`src/rtl/clk_div_ctrl.sv`:
```
`default_nettype none
// ============================================================================
//  Module   : clk_div_ctrl
//  Purpose  : Run-time clock divider with glitch-free start/stop and a
//             load/ack divisor handshake applied at falling-toggle boundaries.
//  Revision : 1.0 - initial release
// ============================================================================
module clk_div_ctrl #(
  parameter int          c_width            = 16,
  parameter int unsigned c_div_half_default = 2
) (
  input  logic               i_clk,
  input  logic               i_rst_n,
  input  logic               i_start,
  input  logic               i_stop,
  input  logic [c_width-1:0] i_div_half,
  input  logic               i_div_load,
  output logic               o_div_ack,
  output logic               o_div_err,
  output logic [c_width-1:0] o_div_cur,
  output logic               o_clk,
  output logic               o_rise,
  output logic               o_fall,
  output logic               o_running
);

  typedef enum logic [1:0] {
    ST_IDLE     = 2'd0,
    ST_RUN      = 2'd1,
    ST_STOPPING = 2'd2
  } state_t;

  localparam logic [c_width-1:0] c_cur_rst = c_width'(c_div_half_default);
  localparam logic [c_width-1:0] c_one     = c_width'(1);

  state_t             state_q, state_d;
  logic [c_width-1:0] cnt_q, cnt_d;
  logic [c_width-1:0] cur_q, cur_d;
  logic [c_width-1:0] pend_q, pend_d;
  logic               pend_vld_q, pend_vld_d;
  logic               clk_q, clk_d;
  logic               rise_q, rise_d;
  logic               fall_q, fall_d;
  logic               ack_q, ack_d;
  logic               err_q, err_d;
  logic               running_q, running_d;

  logic w_terminal;
  logic w_advance;
  logic w_apply;

  // cur_q is never zero, so cur_q-1 cannot wrap and the full-width compare is exact
  assign w_terminal = (cnt_q == (cur_q - c_one));

  always_comb begin
    state_d    = state_q;
    cnt_d      = cnt_q;
    clk_d      = clk_q;
    cur_d      = cur_q;
    pend_d     = pend_q;
    pend_vld_d = pend_vld_q;
    rise_d     = 1'b0;
    fall_d     = 1'b0;
    ack_d      = 1'b0;
    err_d      = 1'b0;
    w_advance  = 1'b0;
    w_apply    = 1'b0;

    case (state_q)
      ST_IDLE: begin
        cnt_d   = '0;
        clk_d   = 1'b0;
        w_apply = pend_vld_q;
        if (i_start && !i_stop) begin
          state_d = ST_RUN;
        end
      end
      ST_RUN: begin
        if (i_stop && !clk_q) begin
          // Low phase: stopping now cannot shorten a high pulse
          state_d = ST_IDLE;
          cnt_d   = '0;
        end else begin
          w_advance = 1'b1;
          if (i_stop) begin
            state_d = w_terminal ? ST_IDLE : ST_STOPPING;
          end
        end
      end
      ST_STOPPING: begin
        w_advance = 1'b1;
        if (i_start && !i_stop) begin
          state_d = ST_RUN;
        end else if (w_terminal) begin
          state_d = ST_IDLE;
        end
      end
      default: begin
        state_d = ST_IDLE;
        cnt_d   = '0;
        clk_d   = 1'b0;
      end
    endcase

    if (w_advance) begin
      if (w_terminal) begin
        cnt_d   = '0;
        clk_d   = ~clk_q;
        rise_d  = ~clk_q;
        fall_d  = clk_q;
        w_apply = clk_q && pend_vld_q;
      end else begin
        cnt_d = cnt_q + c_one;
      end
    end

    if (w_apply) begin
      cur_d      = pend_q;
      pend_vld_d = 1'b0;
      ack_d      = 1'b1;
    end

    // A load coinciding with an apply re-arms pending after the older value is used
    if (i_div_load) begin
      if (i_div_half != '0) begin
        pend_d     = i_div_half;
        pend_vld_d = 1'b1;
      end else begin
        err_d = 1'b1;
      end
    end

    running_d = (state_d != ST_IDLE);
  end

  always_ff @(posedge i_clk or negedge i_rst_n) begin
    if (!i_rst_n) begin
      state_q    <= ST_IDLE;
      cnt_q      <= '0;
      cur_q      <= c_cur_rst;
      pend_q     <= '0;
      pend_vld_q <= 1'b0;
      clk_q      <= 1'b0;
      rise_q     <= 1'b0;
      fall_q     <= 1'b0;
      ack_q      <= 1'b0;
      err_q      <= 1'b0;
      running_q  <= 1'b0;
    end else begin
      state_q    <= state_d;
      cnt_q      <= cnt_d;
      cur_q      <= cur_d;
      pend_q     <= pend_d;
      pend_vld_q <= pend_vld_d;
      clk_q      <= clk_d;
      rise_q     <= rise_d;
      fall_q     <= fall_d;
      ack_q      <= ack_d;
      err_q      <= err_d;
      running_q  <= running_d;
    end
  end

  assign o_div_ack = ack_q;
  assign o_div_err = err_q;
  assign o_div_cur = cur_q;
  assign o_clk     = clk_q;
  assign o_rise    = rise_q;
  assign o_fall    = fall_q;
  assign o_running = running_q;

endmodule
`default_nettype wire

```
`config.mk`:
```
export PLATFORM = sky130hd
export DESIGN_NAME = clk_div_ctrl
export DESIGN_NICKNAME = d
export VERILOG_FILES = /design/src/rtl/clk_div_ctrl.sv
export SDC_FILE = /design/constraint.sdc
export NUM_CORES = 1
export LEC_CHECK = 0
export CAP_MARGIN = 5
export CORE_MARGIN = 4
export CORE_UTILIZATION = 50
export DETAILED_ROUTE_END_ITERATION = 10
export GPL_TIMING_DRIVEN = 0
export MAX_ROUTING_LAYER = met4
export PLACE_DENSITY_LB_ADDON = 0.1
export SLEW_MARGIN = 40
export SYNTH_ARGS = -nofsm -noshare
export SYNTH_HDL_FRONTEND = slang
export SYNTH_SLANG_ARGS = --single-unit
export TNS_END_PERCENT = 30
```
`constraint.sdc`:
```
create_clock -name i_clk -period 2.9 [get_ports i_clk]
set_input_delay 0.29 -clock i_clk [delete_from_list [all_inputs] [get_ports i_clk]]
set_output_delay 0.29 -clock i_clk [all_outputs]
set_load 0.03 [all_outputs]
```
==> results.sh, run 1 <==
export IMPL_initial_utilization_pct=52.2
export IMPL_hold_class="in -> async"
export IMPL_seq_area_frac_synth_pct=45.7
export IMPL_place_gp_congestion=0.837
export IMPL_synth_edf_count=0
export IMPL_criticalPathCategory="reg -> reg"
export IMPL_synth_top_area_share_pct=44.8
export IMPL_setup_tns_ps=-180
export IMPL_num_rows=28
export IMPL_pin_count=43
export IMPL_overflow=0
export IMPL_grt_pass1_vias=2500
export IMPL_synth_top_family_by_area="simple AND/OR/NAND/NOR gates"
export IMPL_drc_errors=0
export IMPL_multi_input_area_sq_mm=0.00170
export IMPL_core_sq_mm=0.00599
export IMPL_skew_ps=9.85
export IMPL_post_route_min_period_ps=2930
export IMPL_fp_dieArea_sq_mm=0.00758
export IMPL_cts_root_buf="clkbuf_8"
export IMPL_power_density_mw_per_mm2=927
export IMPL_htree_levels=3
export IMPL_synth_compound_area_share_pct=12.4
export IMPL_synthTopCellsByArea="dfrtp_1, mux2_2, xnor2_1"
export IMPL_drt_initial_drc_count=135
export IMPL_drtPass1Iterations=7
export IMPL_maxSlewViolCount=0
export IMPL_place_hpwl_um=4900
export IMPL_critical_path_max_fanout=6
export IMPL_synth_area_leader_cell="dfrtp_1"
export IMPL_design_area_sq_mm=0.00419
export IMPL_yosysWarnings=0
export IMPL_syn_to_final_growth_pct=34.0
export IMPL_dp_cells=408
export IMPL_synthSimpleGateAreaFrac_pct=17.2
export IMPL_muxShareOfSynthArea_pct=12.8
export IMPL_final_cells=443
export IMPL_cts_tree="yes"
export IMPL_syn_area_per_cell_sq_um=10.8
export IMPL_vdd_drop_max_uv=557
export IMPL_cts_buffer_depth=2
export IMPL_num_antenna_cells=0
export IMPL_track_usage_pct=20.6
export IMPL_wl_per_cell_um=15.8
export IMPL_port_buffers=42
export IMPL_critPathRequiredTime_ps=3120
export IMPL_synthXorXnorAreaFrac_pct=5.60
export IMPL_power_mw=3.88
export IMPL_layout_nets=390
export IMPL_synthArstFlopShare_pct=100
export IMPL_final_core_utilization_pct=69.9
export IMPL_syn_inst=290
export IMPL_clkSinkCount=57
export IMPL_drive_gt1_share_pct=26.9
export IMPL_finalSetupViolCount=12
export IMPL_endpoint_kind="register"
export IMPL_vias=2501
export IMPL_whs_ps=369
export IMPL_cp_startpoint="o_div_cur[6]"
export IMPL_yosysMostFrequentCell="dfrtp_1"
export IMPL_timing_final_hold_violations=0
export IMPL_rrSetupSlack_ps=-30
export IMPL_fin_crit_sh_pct=101
export IMPL_grt_pass1_wl_um=11800
export IMPL_violations="setup timing"
export IMPL_maxCapViolCount=0
export IMPL_leakage_nw=1.84
export IMPL_relSlewSlack_pct=64.6
export IMPL_setup_slack_ps=-29.0
export IMPL_grt_max_degree=40
export IMPL_insertion_delay_ps=330
export IMPL_syn_nets=317
export IMPL_synthesis_area_sq_mm=0.00313
export IMPL_synth_fa_ha_area_share_pct=2.40
export IMPL_avgViaCountPerCell=5.65
export IMPL_worstPathArrival_ps=3140
export IMPL_status="finished, violations left"
export IMPL_ant_nets=0
export IMPL_start_kind="register"
export IMPL_synth_cell_type_count=52
export IMPL_seqCellArea_sq_mm=0.00144
export IMPL_rsz0062_at_grt="yes"
export IMPL_fillers=428
export IMPL_wl_um=7020
export IMPL_ys_seq_elements=57
export IMPL_r2r_end="o_div_cur[13]"
export IMPL_cts_buffers=9
export IMPL_post_place_ws_ps=-379
export IMPL_fmax_mhz=341
export IMPL_clk_pin_slew_ps=70
export IMPL_reg2reg_depth=10
export IMPL_r2r_start="o_div_cur[6]"
export IMPL_fp_dieW_um=87.1
export IMPL_tightest_slew_ps=531
export IMPL_place_area_sq_mm=0.00372
export IMPL_netlist_top_cells_count="dfrtp_1, mux2_2, o21ai_0, xnor2_1, nand2_1"
export IMPL_crit_end="o_div_cur[13]"
export IMPL_synth_main_ff_cell="dfrtp_1"
export IMPL_antenna_found_initial=0
export IMPL_die_h_um=87.1
flip-flops by register name, summed over array words and instances (netlist names), 2 cells and up:
signal and flops:
pend_q 16, state_q 2, o_div_cur 16, cnt_q 16
area by class of cell:
| type | instances | share of cell area [%] |
|---|---|---|
| Clock buffer | 12 | 3.94 |
| Inverter | 12 | 1.08 |
| Tap cell | 75 | 2.24 |
| Clock inverter | 4 | 1.19 |
| Buffer | 9 | 1.49 |
| Sequential cell | 57 | 34.3 |
| Multi-Input combinational cell | 209 | 40.6 |
| Timing Repair Buffer | 65 | 15.2 |
cells in the final DEF (no fill, tap or decap), types with 3 or more instances in the layout:
cell type,count
dfrtp_2,6
o211ai_1,4
dfrtp_1,50
nand3_1,4
clkdlybuf4s50_1,41
nand2_1,14
mux2_4,13
nor2_1,10
nor3b_1,12
and3_1,10
a21oi_1,10
and2_1,3
buf_12,3
mux2_2,19
nand4_1,3
ha_1,5
nor3_1,5
clkbuf_1,4
buf_4,21
nor4_1,7
xor2_1,4
a21o_1,11
inv_1,11
o21ai_0,19
xnor2_1,15
clkbuf_8,12
where the power goes:
part / internal, mW / switching [mW]
Sequential: 0.976 / 0.261
Combinational: 0.958 / 0.901
Clock: 0.466 / 0.323
kinds of logic after synthesis:
group           Yosys count
compound gates           59
fa+ha+maj                 6
xor+xnor                 20
simple gates             91
mux                      33
flops                    57
buf+inv                  24
timing repair:
action | CTS | global route
endpoints found under the hold margin | 18 | 0
gates cloned | 0 | 1
buffers inserted | 18 | 2
pin swaps | 9 | 9
hold buffers | 1 | 0
endpoints found under the setup margin | 35 | 33
resized for setup | 5 | 15
per-layer routing:
layer | track usage, % | share of wire (%)
met5 | - | 0
met2 | 30.8 | 46
met1 | 27.3 | 47
met4 | 9.63 | 2.6
met3 | 3.50 | 4.2
critical path, cell delays in order, from the launching register on:
cell and delay [ps]:
dfrtp_2 400, or4_4 530, or3_4 400, nor3_4 160, xnor2_2 140, nand4_1 180
o21a_1 230, o21a_1 190, buf_6 140, clkbuf_16 150, mux2_4 290
worst min path at each step:
| stage | from | end | slack, ps |
|---|---|---|---|
| after floorplan | i_rst_n | cnt_q[0] | -6 |
| after global placement | pend_q[9] | o_div_cur[9] | 490 |
| after detailed placement | i_rst_n | o_running | 190 |
| after CTS | i_rst_n | o_running | 380 |
| after global routing | i_rst_n | o_running | 390 |
| final | i_rst_n | o_running | 370 |
Power figures use the tool's default switching activity.
==> run 2, diff against run 1 <==
clock period = 3.7 ns   (was 2.9 ns; I/O delays follow)
==> run 2 against run 1 <==
The run now ends clean. Largest power group unchanged. Sequential share of layout area rose by 2.8 points. Highest routed layer unchanged. Hold slack better by 77 ps. Sequential cell count unchanged. Cell count is 3.6% lower. Largest cell class unchanged. Global-route usage decreased by 0.11 points. Die area unchanged. Fmax fell by 15%. Worst setup slack improved by 290 ps.
==> results.sh, run 2 (same netlist as run 1, synthesis figures left out) <==
export IMPL_cts_tree="yes"
export IMPL_ant_nets=0
export IMPL_final_common_cell="dfrtp_1"
export IMPL_clk_pin_slew_ps=70
export IMPL_fillers=494
export IMPL_setup_tns_ps=0
export IMPL_htree_levels=3
export IMPL_place_hpwl_um=4960
export IMPL_vdd_drop_max_uv=485
export IMPL_antenna_found_initial=0
export IMPL_endpoint_kind="register"
export IMPL_drtPass1Iterations=4
export IMPL_fp_dieW_um=87.1
export IMPL_cts_buffer_depth=2
export IMPL_core_sq_mm=0.00599
export IMPL_cts_buffers=9
export IMPL_pin_count=43
export IMPL_leakage_nw=1.68
export IMPL_skew_ps=5.95
export IMPL_overflow=0
export IMPL_fmax_mhz=291
export IMPL_rrSetupSlack_ps=260
export IMPL_drive_gt1_share_pct=17.9
export IMPL_wl_per_cell_um=16.0
export IMPL_grt_max_degree=40
export IMPL_wl_um=6810
export IMPL_crit_chain="inv_1 -> ha_1 -> nor3b_1 -> nand2_1 -> a311o_1 -> a221oi_1 -> nand4_1 -> buf_4 -> nor3_1 -> o21a_1 -> buf_6 -> buf_12 -> mux2_4"
export IMPL_fp_dieArea_sq_mm=0.00758
export IMPL_status="completed"
export IMPL_place_gp_congestion=0.838
export IMPL_max_stage_delay_ps=470
export IMPL_start_kind="register"
export IMPL_num_rows=28
export IMPL_initial_utilization_pct=52.2
export IMPL_timing_final_hold_violations=0
export IMPL_post_route_min_period_ps=3440
export IMPL_rsz0062_at_grt="no"
export IMPL_maxSlewViolCount=0
export IMPL_die_h_um=87.1
export IMPL_path_buf_inv=4
export IMPL_tightest_slew_ps=713
export IMPL_cts_root_buf="clkbuf_8"
export IMPL_criticalPathCategory="reg -> reg"
export IMPL_r2r_start="o_div_cur[0]"
export IMPL_r2r_end="o_div_cur[12]"
export IMPL_grt_pass1_vias=2397
export IMPL_avgViaCountPerCell=5.67
export IMPL_fin_crit_sh_pct=92.9
export IMPL_maxCapViolCount=0
export IMPL_final_cell_mix="dfrtp_1, clkdlybuf4s50_1, mux2_2, o21ai_0, xnor2_1"
export IMPL_num_antenna_cells=0
export IMPL_clkSinkCount=57
export IMPL_finalSetupViolCount=0
export IMPL_vias=2421
export IMPL_crit_slowest_cell="dfrtp_1"
export IMPL_power_density_mw_per_mm2=696
export IMPL_layout_nets=374
export IMPL_grt_pass1_wl_um=11700
export IMPL_port_buffers=42
export IMPL_critPathRequiredTime_ps=3920
export IMPL_critical_path_max_fanout=10
export IMPL_reg2reg_depth=13
export IMPL_drc_errors=0
export IMPL_hold_class="in -> async"
export IMPL_track_usage_pct=20.5
export IMPL_drt_initial_drc_count=150
export IMPL_insertion_delay_ps=330
export IMPL_final_core_utilization_pct=64.4
export IMPL_syn_to_final_growth_pct=23.3
export IMPL_relSlewSlack_pct=52.1
export IMPL_cp_top_family="simple AND/OR/NAND/NOR gates"
export IMPL_worstPathArrival_ps=3660
-- run 2: changes by cell type in the layout (fill, tap and decap cells not counted), moves of 3 or more --
| cell | delta |
|---|---|
| buf_4 | -18 |
| dfrtp_1 | +6 |
| dfrtp_2 | -6 |
| mux2_2 | +5 |
| mux2_4 | -5 |
| clkbuf_1 | +3 |
-- run 2: power breakdown --
| part | switching (mW) | internal (mW) | leakage, nW |
|---|---|---|---|
| Combinational | 0.637 | 0.594 | 0.882 |
| Clock | 0.251 | 0.258 | 0.0891 |
| Sequential | 0.183 | 0.759 | 0.714 |
| Total | 1.07 | 1.61 | 1.68 |
-- run 2: cell type report --
| type | count | area [sq um] | area share, % |
|---|---|---|---|
| Timing Repair Buffer | 46 | 463 | 12.0 |
| Inverter | 12 | 45.0 | 1.17 |
| Buffer | 12 | 78.8 | 2.04 |
| Clock inverter | 5 | 31.3 | 0.811 |
| Multi-Input combinational cell | 209 | 1580 | 40.9 |
| Clock buffer | 11 | 141 | 3.67 |
| Sequential cell | 57 | 1430 | 37.0 |
| Tap cell | 75 | 93.8 | 2.43 |
-- run 2: how the worst max path moves through the flow --
stage	cells after the start	slack (ps)	from	to
2_1_floorplan	10	560	o_div_cur[3]	o_div_cur[10]
3_3_place_gp	12	190	o_div_cur[0]	o_div_cur[9]
3_5_place_dp	12	160	o_div_cur[0]	o_div_cur[12]
4_1_cts	12	150	o_div_cur[0]	o_div_cur[12]
5_1_grt	13	40	o_div_cur[0]	o_div_cur[11]
6_report	13	260	o_div_cur[0]	o_div_cur[12]
-- run 2: worst register-to-register path: cells and delay by family (launching register included) --
| kind | cells | cell delay, ps |
|---|---|---|
| compound gates | 3 | 780 |
| fa+ha+maj | 1 | 290 |
| buf+inv | 4 | 580 |
| flops | 1 | 470 |
| mux | 1 | 300 |
| simple gates | 4 | 900 |
-- run 2: metrics by stage --
step / cells / power, mW / setup slack, ps / hold WS, ps / instance area (sq um)
after global routing: 427 / 2.86 / 39.6 / 452 / 3860
after floorplan: 290 / 1.76 / 561 / 74.4 / 3130
after global placement: 407 / 2.15 / 186 / 486 / 3640
after CTS: 425 / 2.71 / 146 / 435 / 3840
final: 427 / 2.68 / 262 / 445 / 3860
after detailed placement: 408 / 2.17 / 155 / 263 / 3660
-- run 2: what timing repair did --
action                                 4_1_cts  5_1_grt
setup buffers                                0        2
setup endpoints to repair                    0       23
endpoints found under the hold margin       18        0
hold buffers                                 1        0
gates resized for setup                      0        0
-- run 2: layer usage --
metal / vias up / wire length [um] / GRT usage, %
met5: - / 0 / -
met4: 0 / 129 / 9.35
met3: 12 / 330 / 4.92
met2: 55 / 3070 / 29.4
met1: 1180 / 3280 / 27.5
li1: 1174 / - / -
